**config.mk**
```make
export PLATFORM = sky130hd
export DESIGN_NAME = divider32by16_pipelined
export DESIGN_NICKNAME = d
export VERILOG_FILES = /design/src/rtl/divider32by16_pipelined.sv
export SDC_FILE = /design/constraint.sdc
export NUM_CORES = 1
export LEC_CHECK = 0
export CAP_MARGIN = 20
export CORE_MARGIN = 2
export CORE_UTILIZATION = 50
export CTS_CLUSTER_SIZE = 30
export DETAILED_ROUTE_END_ITERATION = 12
export PLACE_DENSITY = 0.65
export SKIP_CTS_REPAIR_TIMING = 1
export SYNTH_ARGS = -nofsm -noshare
export SYNTH_HDL_FRONTEND = slang
export SYNTH_SLANG_ARGS = --single-unit
```
**constraint.sdc**
```tcl
create_clock -name clk -period 8.3 [get_ports clk]
set_input_delay 1.66 -clock clk [delete_from_list [all_inputs] [get_ports clk]]
set_output_delay 1.66 -clock clk [all_outputs]
set_load 0.005 [all_outputs]
```
**src/rtl/divider32by16_pipelined.sv**
```systemverilog
// Pipelined restoring divider: 2*WIDTH-bit dividend by WIDTH-bit divisor, one radix-2 step per stage.
// Latency WIDTH+1 edges from issue to registered outputs; no backpressure, accepts one pair per clock.
module divider32by16_pipelined #(
  parameter int WIDTH = 16
) (
  input  logic               clk,
  input  logic               reset,
  input  logic               in_valid,
  input  logic [2*WIDTH-1:0] dividend,
  input  logic [WIDTH-1:0]   divisor,
  output logic               out_valid,
  output logic [WIDTH-1:0]   quotient,
  output logic [WIDTH-1:0]   remainder,
  output logic               ovf
);

  // Stage k register holds the operand after k restoring steps (stage 0 = captured input).
  logic             stg_vld [WIDTH];
  logic [WIDTH-1:0] stg_r   [WIDTH];
  logic [WIDTH-1:0] stg_lo  [WIDTH];
  logic [WIDTH-1:0] stg_dv  [WIDTH];
  logic [WIDTH-1:0] stg_q   [WIDTH];
  logic             stg_ovf [WIDTH];

  logic [WIDTH:0]   step_t    [WIDTH];
  logic [WIDTH:0]   step_diff [WIDTH];
  logic             step_ge   [WIDTH];
  logic [WIDTH-1:0] step_r    [WIDTH];
  logic [WIDTH-1:0] step_q    [WIDTH];

  always_comb begin
    for (int k = 0; k < WIDTH; k++) begin
      step_t[k]    = {stg_r[k], stg_lo[k][WIDTH-1]};
      step_diff[k] = step_t[k] - {1'b0, stg_dv[k]};
      step_ge[k]   = (step_t[k] >= {1'b0, stg_dv[k]});
      step_r[k]    = step_ge[k] ? step_diff[k][WIDTH-1:0] : step_t[k][WIDTH-1:0];
      step_q[k]    = {stg_q[k][WIDTH-2:0], step_ge[k]};
    end
  end

  always_ff @(posedge clk or negedge reset) begin
    if (!reset) begin
      for (int k = 0; k < WIDTH; k++) begin
        stg_vld[k] <= 1'b0;
        stg_r[k]   <= '0;
        stg_lo[k]  <= '0;
        stg_dv[k]  <= '0;
        stg_q[k]   <= '0;
        stg_ovf[k] <= 1'b0;
      end
      out_valid <= 1'b0;
      quotient  <= '0;
      remainder <= '0;
      ovf       <= 1'b0;
    end else begin
      // A high half >= divisor means the quotient needs more than WIDTH bits (covers divisor == 0).
      stg_vld[0] <= in_valid;
      stg_r[0]   <= dividend[2*WIDTH-1:WIDTH];
      stg_lo[0]  <= dividend[WIDTH-1:0];
      stg_dv[0]  <= divisor;
      stg_q[0]   <= '0;
      stg_ovf[0] <= (dividend[2*WIDTH-1:WIDTH] >= divisor);
      for (int k = 1; k < WIDTH; k++) begin
        stg_vld[k] <= stg_vld[k-1];
        stg_r[k]   <= step_r[k-1];
        stg_lo[k]  <= stg_lo[k-1] << 1;
        stg_dv[k]  <= stg_dv[k-1];
        stg_q[k]   <= step_q[k-1];
        stg_ovf[k] <= stg_ovf[k-1];
      end
      out_valid <= stg_vld[WIDTH-1];
      quotient  <= stg_ovf[WIDTH-1] ? '1 : step_q[WIDTH-1];
      remainder <= stg_ovf[WIDTH-1] ? '0 : step_r[WIDTH-1];
      ovf       <= stg_ovf[WIDTH-1];
    end
  end

endmodule

```
Word level (Yosys, flattened, before mapping) --
Index checks and enable logic that the tools add are counted.
Word-level totals: flip-flop bits (word level) 834, latch bits 0, bits in writable memories 0, ROM bits 0, bits of input ports 51, output and inout port bits 34, logic and storage cells 150, memories kept 0
Cells by class: add/subtract/negate cells 16, multiply operators 0, div/mod/pow operators 0, $lt $le $gt $ge 17, eq/ne operators 0, shifts and indexed selects 0, muxes and demuxes 18, bitwise logic cells 0, reductions and logical operators 0
Operators by type and width (count):
- two-way mux 16 bit | 18
- >= comparator 17 x 16 -> 1 bit | 16
- subtractor 16 bit | 16
- >= comparator 16 bit | 1

Logic depth before layout (Yosys ltp) --
Gate-level depths: netlist of the first run.
word-level depth 3, depth in mapped cells 13, depth with buffers taken out 12

Worst setup path before layout of the first run --
Ideal clock, no wire load.
kind input port to flip-flop, from in dividend[16], to reg stg_ovf[15] (netlist name), arrival time 3076 ps, data required time 8171 ps, slack 5096 ps, stages on the path 11, buffers on the path 0, path through inv_1 ha_1 nand2b_1 a21o_1 a21o_1 a21oi_1 nor2b_1 o21ai_0 a21oi_1 a221oi_1 o21ai_0
Between the ends: cells in the longest elaborated chain, start to end 1
Ends and longest elaborated chain:
- start, declared | RTL line 9 | input logic [2*WIDTH-1:0] dividend,
- >= comparator 16 bit | RTL line 62 | stg_ovf[0] <= (dividend[2*WIDTH-1:WIDTH] >= divisor);
- end signal, assigned by index | RTL line 69 | stg_ovf[k] <= stg_ovf[k-1];
- end, declared | RTL line 23 | logic stg_ovf [WIDTH];
No other way between the ends.

==> metrics.yaml, run 1 <==
run_status:
  status: "finished clean"
global_routing:
  grt_usage: 0.211
  busiest_layer: "met2"
  antenna_found_initial: 0
  grt_max_degree: 164
  grt_overflow: 0
  grtUsageMet2: 0.367
  grt_pass1_vias: 23700
  grt_util_met1: 0.262
  grt_pass1_wl_mm: 125
  grtUsageMet3: 0.0267
sta:
  hold-worst-slack_ns: 0.337
  fin_crit_sh: 0.425
  worst-slew-pin-transition_ns: 0.979
  timing.final.ws_setup_ns: 4.77
  setup_viol_count_final: 0
  min_period_ns: 3.53
  tns_ns: 0
  rsz0062_at_grt: "no"
  slew_headroom: 0.348
  fmax_mhz: 283
  maxSlewViolCount: 0
  finalHoldViolCount: 0
  fin_skew_ns: 0.0201
layout:
  final_cell_count_no_fill: 4300
  drive_gt1_frac: 0.0878
  fin_nets: 3617
  diodes: 0
  syn2layout_area_growth_pct: 13.9
pwr:
  power_density_nw_per_um2: 398
  p_int_mw: 10.7
  p_sw_frac: 0.351
  p_total_mw: 16.5
  power_frac_comb: 0.398
  pwr-share-seq: 0.347
  p_switching_mw: 5.80
  clkPwrFrac: 0.255
  p_leak_nw: 19.6
  peakVddDrop_uv: 212
die:
  core_um2: 71700
  dieHeight_um: 274
  pin_count: 85
  dieWidth_um: 274
  start_util: 0.508
  dieArea_um2: 75000
  rows: 98
place:
  preCtsSetupSlack_ns: 4.45
  place_congestion: 0.918
  io_buffer_count: 84
  dp_hpwl_mm: 56.7
  dp.cells: 4138
setup_path:
  r2r_setup_slack_ns: 4.77
  path_class: "reg2reg"
  r2r-end: "step_t[210]"
  worst-endpoint-arrival_ns: 4.04
  slowest_stage: "a22o_1"
  crit_start: "stg_dv[209]"
  worstSetupEndpointType: "flop"
  worstSetupStartpointType: "flop"
  cpPeakStageDelay_ns: 0.71
  reg2reg_from: "stg_dv[209]"
  crit_path_max_fanout: 17
  critPathRequiredTime_ns: 8.81
  crit_end: "step_t[210]"
  worstRegToRegCells: 11
  cp_cell_sequence: "inv_1, ha_1, nor2b_1, o21ai_0, a21boi_1, o31ai_1, nand2_1, o21a_1, o21ai_1, a22o_1, mux2_2"
synth:
  synth_edf_count: 0
  synth_cells: 3144
  syn-cell-area_um2: 36400
  synth-async-reset-ratio: 1.00
  synth_nets: 3483
  synthSimpleGateAreaFrac: 0.0834
  synth.avg_cell_area_um2: 11.6
  synthXorXnorAreaFrac: 0.0450
  ys_warn_count: 0
  muxShareOfSynthArea: 0.0325
  synthAdderAreaFrac: 0.102
  ys_types: 73
  synthFlopType: "dfrtp_1"
  synth_seq_cells: 834
  ys_seq_area_frac: 0.573
  synth_top_family_by_area: "compound AO/OA/AOI/OAI gates"
  synth_compound_area_frac: 0.121
worst_hold_path:
  worstHoldPathType: "reg2reg"
routing:
  dr.pass1.iters: 6
  wire_per_inst_um: 17.8
  drt_drc_violations_left: 0
  via_count: 23000
  via_per_inst: 5.35
  ant_nets: 0
  first_iter_violations: 1664
  wl_mm: 76.5
job:
  max_cap_viol_count: 0
clocking:
  h-tree-depth: 3
  clock_latency_ns: 0.64
  cts_made_buffers: 87
  cts_tree: "built"
  clkTransAtPathRegs_ns: 0.06
  cts_root_buffer: "clkbuf_16"
  cts_buffer_depth: 3
  cts_sinks: 834
==> critical path: cells and delay by family (launching register included) <==
kind / cells / cell delay, ns
mux: 1 / 0.42
fa+ha+maj: 1 / 0.31
compound gates: 6 / 1.85
flops: 1 / 0.42
buf+inv: 1 / 0.07
simple gates: 2 / 0.35
==> Yosys cell counts (all sizes together) (26+ instances only) <==
cell	instances	area [µm²]
nor2b	39	259
buf	26	191
a21oi	229	1150
xor2	85	744
nand4	44	275
nor2	199	747
dfrtp	834	20900
nor3	50	260
nand3	49	245
a21o	77	578
o21ai	185	960
mux2	79	942
ha	272	3400
inv	334	1250
xnor2	102	893
nand2b	31	194
or2	29	181
nand2	162	608
o21a	37	278
==> placed cells by master (no fill, tap or decap), types with 65 or more instances in the layout <==
cell type	Yosys	layout
o21ai_0	174	174
clkbuf_16	0	89
a21oi_1	228	228
clkdlybuf4s50_1	0	83
inv_1	333	333
mux2_2	65	65
nand2_1	162	162
xnor2_1	102	102
xor2_1	85	85
a21o_1	77	77
ha_1	272	272
dfrtp_1	834	834
nor2_1	199	199
==> flip-flops by register name, summed over array words and instances (netlist names) <==
name,count
remainder,16
ovf,1
stg_vld,16
step_t,272
step_q,120
stg_lo,120
stg_dv,256
stg_ovf,16
out_valid,1
quotient,16
==> how the worst min path moves through the flow <==
stage,startpoint,to,cells past startpoint
after CTS,step_q[132],step_q[117],0
after global placement,step_q[195],step_q[180],0
after floorplan,stg_vld[0],out_valid,0
final,stg_ovf[6],stg_ovf[5],0
after global routing,stg_ovf[5],stg_ovf[4],0
after detailed placement,step_q[115],step_q[100],0
==> metrics by stage <==
stage	instance area (µm²)	utilization
after CTS	41500	0.578
after global placement	38300	0.534
after detailed placement	38300	0.534
after global routing	41500	0.578
after floorplan	36400	-
final	41500	0.578
==> cells by family (layout without fill, tap and decap cells) <==
family                     Yosys count  after routing
AOI/OAI and AO/OA                  705            705
xor gates and xnor gates           187            187
adders and majority gates          288            288
buffers and inverters              384            590
DFF                                834            834
muxes                              103            103
and+or+nand+nor                    643            643
==> power by group through the flow <==
stage               Sequential, mW  Clock (mW)  Combinational, mW
floorplan                     5.51           0               5.17
global placement              5.81           0               6.36
detailed placement            5.82           0               6.52
CTS                           5.76        4.33               6.57
global route                  5.84        4.51               7.34
finish                        5.74        4.21               6.57
==> area by class of cell <==
type	instances	area [µm²]
sequential	834	20900
inverter	334	1250
clock buffer	116	2460
tap	950	1190
fill	5872	30200
clock inverter	45	714
timing repair buffer	95	998
multi-input combinational	1926	14000
==> per-layer routing <==
metal / up-vias / part of all wire
met3: 159 / 0.035
li1: 11000 / -
met4: 0 / 0.043
met2: 487 / 0.51
met5: - / 0
met1: 11300 / 0.41
Power figures use the tool's default switching activity.
==> run 2, diff against run 1 <==
- PLACE_DENSITY: 0.65 -> 0.68
- clock period: 8.3 -> 2.95 ns (I/O delays scaled with it)
==> metrics.yaml, run 2 (same netlist as run 1, synthesis figures left out) <==
clocking:
  clock_latency_ns: 0.64  # about the same
  cts_root_buffer: "clkbuf_16"  # unchanged
  cts_made_buffers: 87  # unchanged
  cts_buffer_depth: 3  # unchanged
  clkTransAtPathRegs_ns: 0.07  # was 0.06 ns
  cts_tree: "built"  # unchanged
  cts_sinks: 834  # unchanged
  h-tree-depth: 3  # unchanged
place:
  placed_area_um2: 39200  # was 38300 µm²
  preCtsSetupSlack_ns: -0.0794  # was 4.45 ns
  place_congestion: 0.926  # was 0.918
  io_buffer_count: 84  # unchanged
  dp_hpwl_mm: 58.2  # was 56.7 mm
sta:
  worst-slew-pin-transition_ns: 1.04  # was 0.979 ns
  finalHoldViolCount: 0  # unchanged
  timing.final.ws_setup_ns: 0.0540  # was 4.77 ns
  min_period_ns: 2.90  # was 3.53 ns
  rsz0062_at_grt: "yes"  # was no
  fmax_mhz: 345  # was 283 MHz
  fin_skew_ns: 0.0221  # was 0.0201 ns
  slew_headroom: 0.308  # was 0.348
  maxSlewViolCount: 0  # unchanged
  setup_viol_count_final: 0  # unchanged
  hold-worst-slack_ns: 0.339  # was 0.337 ns
  fin_crit_sh: 0.982  # was 0.425
setup_path:
  crit_path_max_fanout: 3  # was 17
  crit_family: "compound AO/OA/AOI/OAI gates"  # unchanged
  crit_top_cell: "o211ai_1"
  worstSetupEndpointType: "flop"  # unchanged
  reg2reg_from: "step_t[0]"  # was stg_dv[209]
  path_class: "reg2reg"  # unchanged
  crit_buf_inv: 1  # unchanged
  critPathRequiredTime_ns: 3.47  # was 8.81 ns
  cp_cell_sequence: "inv_1, ha_1, fa_1, nor2b_2, o31a_1, o211ai_1, a21oi_2, o211ai_1, a21boi_2, nor4_1, or3_1, a311oi_1"  # was inv_1, ha_1, nor2b_1, o21ai_0, a21boi_1, o31ai_1, nand2_1, o21a_1, o21ai_1, a22o_1, mux2_2
  cpPeakStageDelay_ns: 0.45  # was 0.71 ns
  worstSetupStartpointType: "flop"  # unchanged
  r2r-end: "remainder[14]"  # was step_t[210]
  slowest_stage: "fa_1"  # was a22o_1
  worst-endpoint-arrival_ns: 3.41  # was 4.04 ns
  worstRegToRegCells: 12  # was 11
  r2r_setup_slack_ns: 0.05  # was 4.77 ns
routing:
  first_iter_violations: 1410  # was 1664
  wl_mm: 78.4  # was 76.5 mm
  via_count: 23700  # was 23000
  wire_per_inst_um: 17.8  # about the same
  ant_nets: 0  # unchanged
  via_per_inst: 5.36  # was 5.35
  drt_drc_violations_left: 0  # unchanged
  dr.pass1.iters: 5  # was 6
die:
  dieArea_um2: 75000  # unchanged
  dieWidth_um: 274  # unchanged
  start_util: 0.508  # unchanged
  pin_count: 85  # unchanged
  rows: 98  # unchanged
  dieHeight_um: 274  # unchanged
  core_um2: 71700  # unchanged
layout:
  mostFrequentLayoutCell: "dfrtp_1"  # unchanged
  fin_nets: 3729  # was 3617
  syn2layout_area_growth_pct: 17.0  # was 13.9%
  largest_reg_flops: 272  # unchanged
  final_area_um2: 42600  # was 41500 µm²
  drive_gt1_frac: 0.129  # was 0.0878
  num-fill-cells: 5722  # was 5872
  final_cell_mix: "dfrtp_1 (832), inv_1 (333), ha_1 (271)"  # was dfrtp_1 (834), inv_1 (333), ha_1 (272)
worst_hold_path:
  worstHoldPathType: "reg2reg"  # unchanged
  hold_end: "stg_lo[170]"  # was stg_ovf[5]
  min_from: "stg_lo[185]"  # was stg_ovf[6]
  hold_path_depth: 0  # unchanged
global_routing:
  grt_max_degree: 83  # was 164
  grt_pass1_vias: 24500  # was 23700
  antenna_found_initial: 0  # unchanged
  grt_usage: 0.214  # was 0.211
  grt_overflow: 0  # unchanged
  grt_pass1_wl_mm: 128  # was 125 mm
pwr:
  p_leak_nw: 20.2  # was 19.6 nW
  peakVddDrop_uv: 589  # was 212 µV
  power_density_nw_per_um2: 1120  # was 398 nW/µm²
  p_total_mw: 47.9  # was 16.5 mW
job:
  max_cap_viol_count: 0  # unchanged
run_status:
  status: "finished clean"  # unchanged
==> run 2: cell types whose count changed in the layout (fill, tap and decap cells not counted), moves of 6 or more <==
cell and delta:
o21ai_0 -12, o31ai_1 -6, a21oi_2 +6, buf_4 +97
clkbuf_8 +8, buf_12 +14, o21ai_1 +9, a21oi_1 -7
==> run 2: power by group <==
group          switching [mW]  internal [mW]  leakage, nW
logic                    10.7           9.59         9.06
registers                1.68           14.4         9.63
clock network            4.53           6.99         1.51
total                    16.9           31.0         20.2
==> run 2: metal layers <==
| layer | up-vias | global-route usage | part of all wire |
|---|---|---|---|
| li1 | 11300 | - | - |
| met1 | 11800 | 0.280 | 0.44 |
| met2 | 476 | 0.369 | 0.50 |
| met3 | 143 | 0.0275 | 0.036 |
| met4 | 0 | 0.0692 | 0.026 |
| met5 | - | 0 | 0 |
==> run 2: metrics by stage <==
step / cells / TNS [ns] / utilization
finish: 4412 / 0 / 0.594
CTS: 4398 / -2.00 / 0.590
global placement: 4239 / -0.205 / 0.547
floorplan: 3144 / 0 / -
global route: 4410 / -0.0792 / 0.594
detailed placement: 4239 / -0.875 / 0.547
==> run 2: cell type report <==
cell class,instances,area [µm²],area share
diodes,2,5.00,0.000117
clock buffers,118,2520,0.0593
clock inverters,41,551,0.0129
inverters,334,1250,0.0294
multi-input cells,1926,14200,0.333
flip-flops and latches,834,20900,0.490
well taps,950,1190,0.0279
repair buffers,207,2010,0.0473
==> run 2: worst max-delay path by stage <==
stage                     to  cells past startpoint  slack, ns   startpoint
2_1_floorplan     step_t[10]                     13       0.16   stg_dv[17]
3_3_place_gp     step_t[220]                     13      -0.02  stg_dv[209]
3_5_place_dp     step_t[212]                     13      -0.08  stg_dv[209]
4_1_cts          step_t[213]                     13      -0.16  stg_dv[209]
5_1_grt        remainder[14]                     12      -0.06    step_t[0]
6_report       remainder[14]                     12       0.05    step_t[0]
==> run 3, diff against run 2 <==
- CTS_BUF_LIST: unset -> sky130_fd_sc_hd__clkbuf_4
==> metrics.yaml, run 3 (same netlist as run 1, synthesis figures left out) <==
layout:
  final_cell_mix: "dfrtp_1 (832), inv_1 (333), clkbuf_4 (287)"  # was dfrtp_1 (832), inv_1 (333), ha_1 (271)
  final_area_um2: 42800  # was 42600 µm²
  drive_gt1_frac: 0.166  # was 0.129
  largest_reg_flops: 272  # unchanged
  syn2layout_area_growth_pct: 17.5  # was 17.0%
  fin_nets: 3908  # was 3729
  mostFrequentLayoutCell: "dfrtp_1"  # unchanged
  post-route-util: 0.596  # was 0.594
pwr:
  p_leak_nw: 20.5  # was 20.2 nW
  p_total_mw: 46.1  # was 47.9 mW
  peakVddDrop_uv: 414  # was 589 µV
  power_density_nw_per_um2: 1080  # was 1120 nW/µm²
job:
  max_cap_viol_count: 0  # unchanged
global_routing:
  grt_pass1_vias: 25500  # was 24500
  grt_overflow: 0  # unchanged
  grt_max_degree: 83  # unchanged
  grt_usage: 0.216  # was 0.214
  antenna_found_initial: 3  # was 0
  grt_pass1_wl_mm: 129  # was 128 mm
sta:
  fin_skew_ns: 0.0613  # was 0.0221 ns
  setup_viol_count_final: 0  # unchanged
  fmax_mhz: 345  # about the same
  fin_crit_sh: 0.982  # about the same
  slew_headroom: 0.316  # was 0.308
  finalHoldViolCount: 0  # unchanged
  worst-slew-pin-transition_ns: 1.03  # was 1.04 ns
  hold-worst-slack_ns: 0.132  # was 0.339 ns
  min_period_ns: 2.90  # about the same
  maxSlewViolCount: 0  # unchanged
setup_path:
  crit_buf_inv: 0  # was 1
  cp_cell_sequence: "ha_1, fa_1, nor2b_2, o31a_1, o211ai_1, a21oi_2, o211ai_1, a21boi_2, nor4_1, or3_1, a311oi_2"  # was inv_1, ha_1, fa_1, nor2b_2, o31a_1, o211ai_1, a21oi_2, o211ai_1, a21boi_2, nor4_1, or3_1, a311oi_1
  crit_top_cell: "o211ai_1"  # unchanged
  worstSetupEndpointType: "flop"  # unchanged
  path_class: "reg2reg"  # unchanged
  worstSetupStartpointType: "flop"  # unchanged
  crit_path_max_fanout: 3  # unchanged
  r2r_setup_slack_ns: 0.05  # about the same
  crit_start: "stg_dv[0]"  # was step_t[0]
  worst-endpoint-arrival_ns: 3.81  # was 3.41 ns
  crit_family: "compound AO/OA/AOI/OAI gates"  # unchanged
  reg2reg_from: "stg_dv[0]"  # was step_t[0]
  critPathRequiredTime_ns: 3.86  # was 3.47 ns
  cpPeakStageDelay_ns: 0.46  # was 0.45 ns
  r2r-end: "remainder[14]"  # unchanged
  worstRegToRegCells: 11  # was 12
  slowest_stage: "fa_1"  # unchanged
routing:
  drt_drc_violations_left: 0  # unchanged
  via_per_inst: 5.26  # was 5.36
  dr.pass1.iters: 5  # unchanged
  wire_per_inst_um: 17.0  # was 17.8 µm
  wl_mm: 79.3  # was 78.4 mm
  ant_nets: 0  # unchanged
  first_iter_violations: 1542  # was 1410
  via_count: 24600  # was 23700
die:
  rows: 98  # unchanged
  dieHeight_um: 274  # unchanged
  core_um2: 71700  # unchanged
  pin_count: 85  # unchanged
  start_util: 0.508  # unchanged
  dieWidth_um: 274  # unchanged
  dieArea_um2: 75000  # unchanged
place:
  placed_area_um2: 39200  # unchanged
  dp_hpwl_mm: 58.2  # unchanged
  io_buffer_count: 84  # unchanged
  place_congestion: 0.926  # unchanged
clocking:
  cts_made_buffers: 211  # was 87
  h-tree-depth: 4  # was 3
  cts_sinks: 834  # unchanged
  cts_tree: "built"  # unchanged
  clock_latency_ns: 1.05  # was 0.64 ns
  cts_root_buffer: "clkbuf_4"  # was clkbuf_16
  cts_buffer_depth: 3  # unchanged
  clkTransAtPathRegs_ns: 0.06  # was 0.07 ns
run_status:
  status: "finished clean"  # unchanged
worst_hold_path:
  worstHoldPathType: "in2async"  # was reg2reg
-- run 3: cell count changes in the layout (fill, tap and decap cells not counted), moves of 4 or more --
cell | previous run | this run
clkinv_1 | 0 | 47
buf_4 | 102 | 106
dlygate4sd3_1 | 1 | 50
clkbuf_16 | 88 | 1
bufinv_16 | 11 | 6
clkbuf_1 | 9 | 0
clkinvlp_4 | 7 | 2
clkbuf_8 | 21 | 0
clkbuf_4 | 0 | 287
-- run 3: final cells by class --
cell class / instances / area, µm²
Antenna cell: 5 / 12.5
Sequential cell: 834 / 20900
Clock buffer: 287 / 2150
Clock inverter: 76 / 498
Tap cell: 950 / 1190
Inverter: 334 / 1250
Timing Repair Buffer: 262 / 2570
Multi-Input combinational cell: 1926 / 14200
Fill cell: 5849 / 28900
-- run 3: worst max path at each step --
stage / to / slack (ns) / cells after the start
floorplan: step_t[10] / 0.16 / 13
global placement: step_t[220] / -0.02 / 13
detailed placement: step_t[212] / -0.08 / 13
CTS: step_t[212] / -0.12 / 13
global route: remainder[14] / -0.05 / 12
finish: remainder[14] / 0.05 / 11
-- run 3: per-layer routing --
metal  global-route usage  vias up  wire length [µm]
li1                     -    11800                 -
met4               0.0805        0              1850
met2                0.366      595             40000
met5                    0        -                 0
met1                0.275    12100             34000
met3               0.0446      136              3470
-- run 3: worst reg2reg max path, stage by stage, from the launching register on --
cell	delay, ns
dfrtp_1	0.38
ha_1	0.22
fa_1	0.46
nor2b_2	0.17
o31a_1	0.21
o211ai_1	0.15
a21oi_2	0.21
o211ai_1	0.12
a21boi_2	0.19
nor4_1	0.08
or3_1	0.32
a311oi_2	0.27
-- run 3: through the flow --
stage	setup TNS [ns]	cells	worst slack (ns)
finish	0	4674	0.0534
global route	-0.106	4674	-0.0473
detailed placement	-0.875	4239	-0.0794
CTS	-1.59	4602	-0.122
floorplan	0	3144	0.161
global placement	-0.205	4239	-0.0192
-- run 3: power breakdown --
part / internal [mW] / leakage (nW) / total (mW) / switching (mW)
sequential: 14.4 / 9.63 / 16.1 / 1.68
clock: 5.03 / 1.56 / 9.52 / 4.49
combinational: 9.74 / 9.31 / 20.5 / 10.7
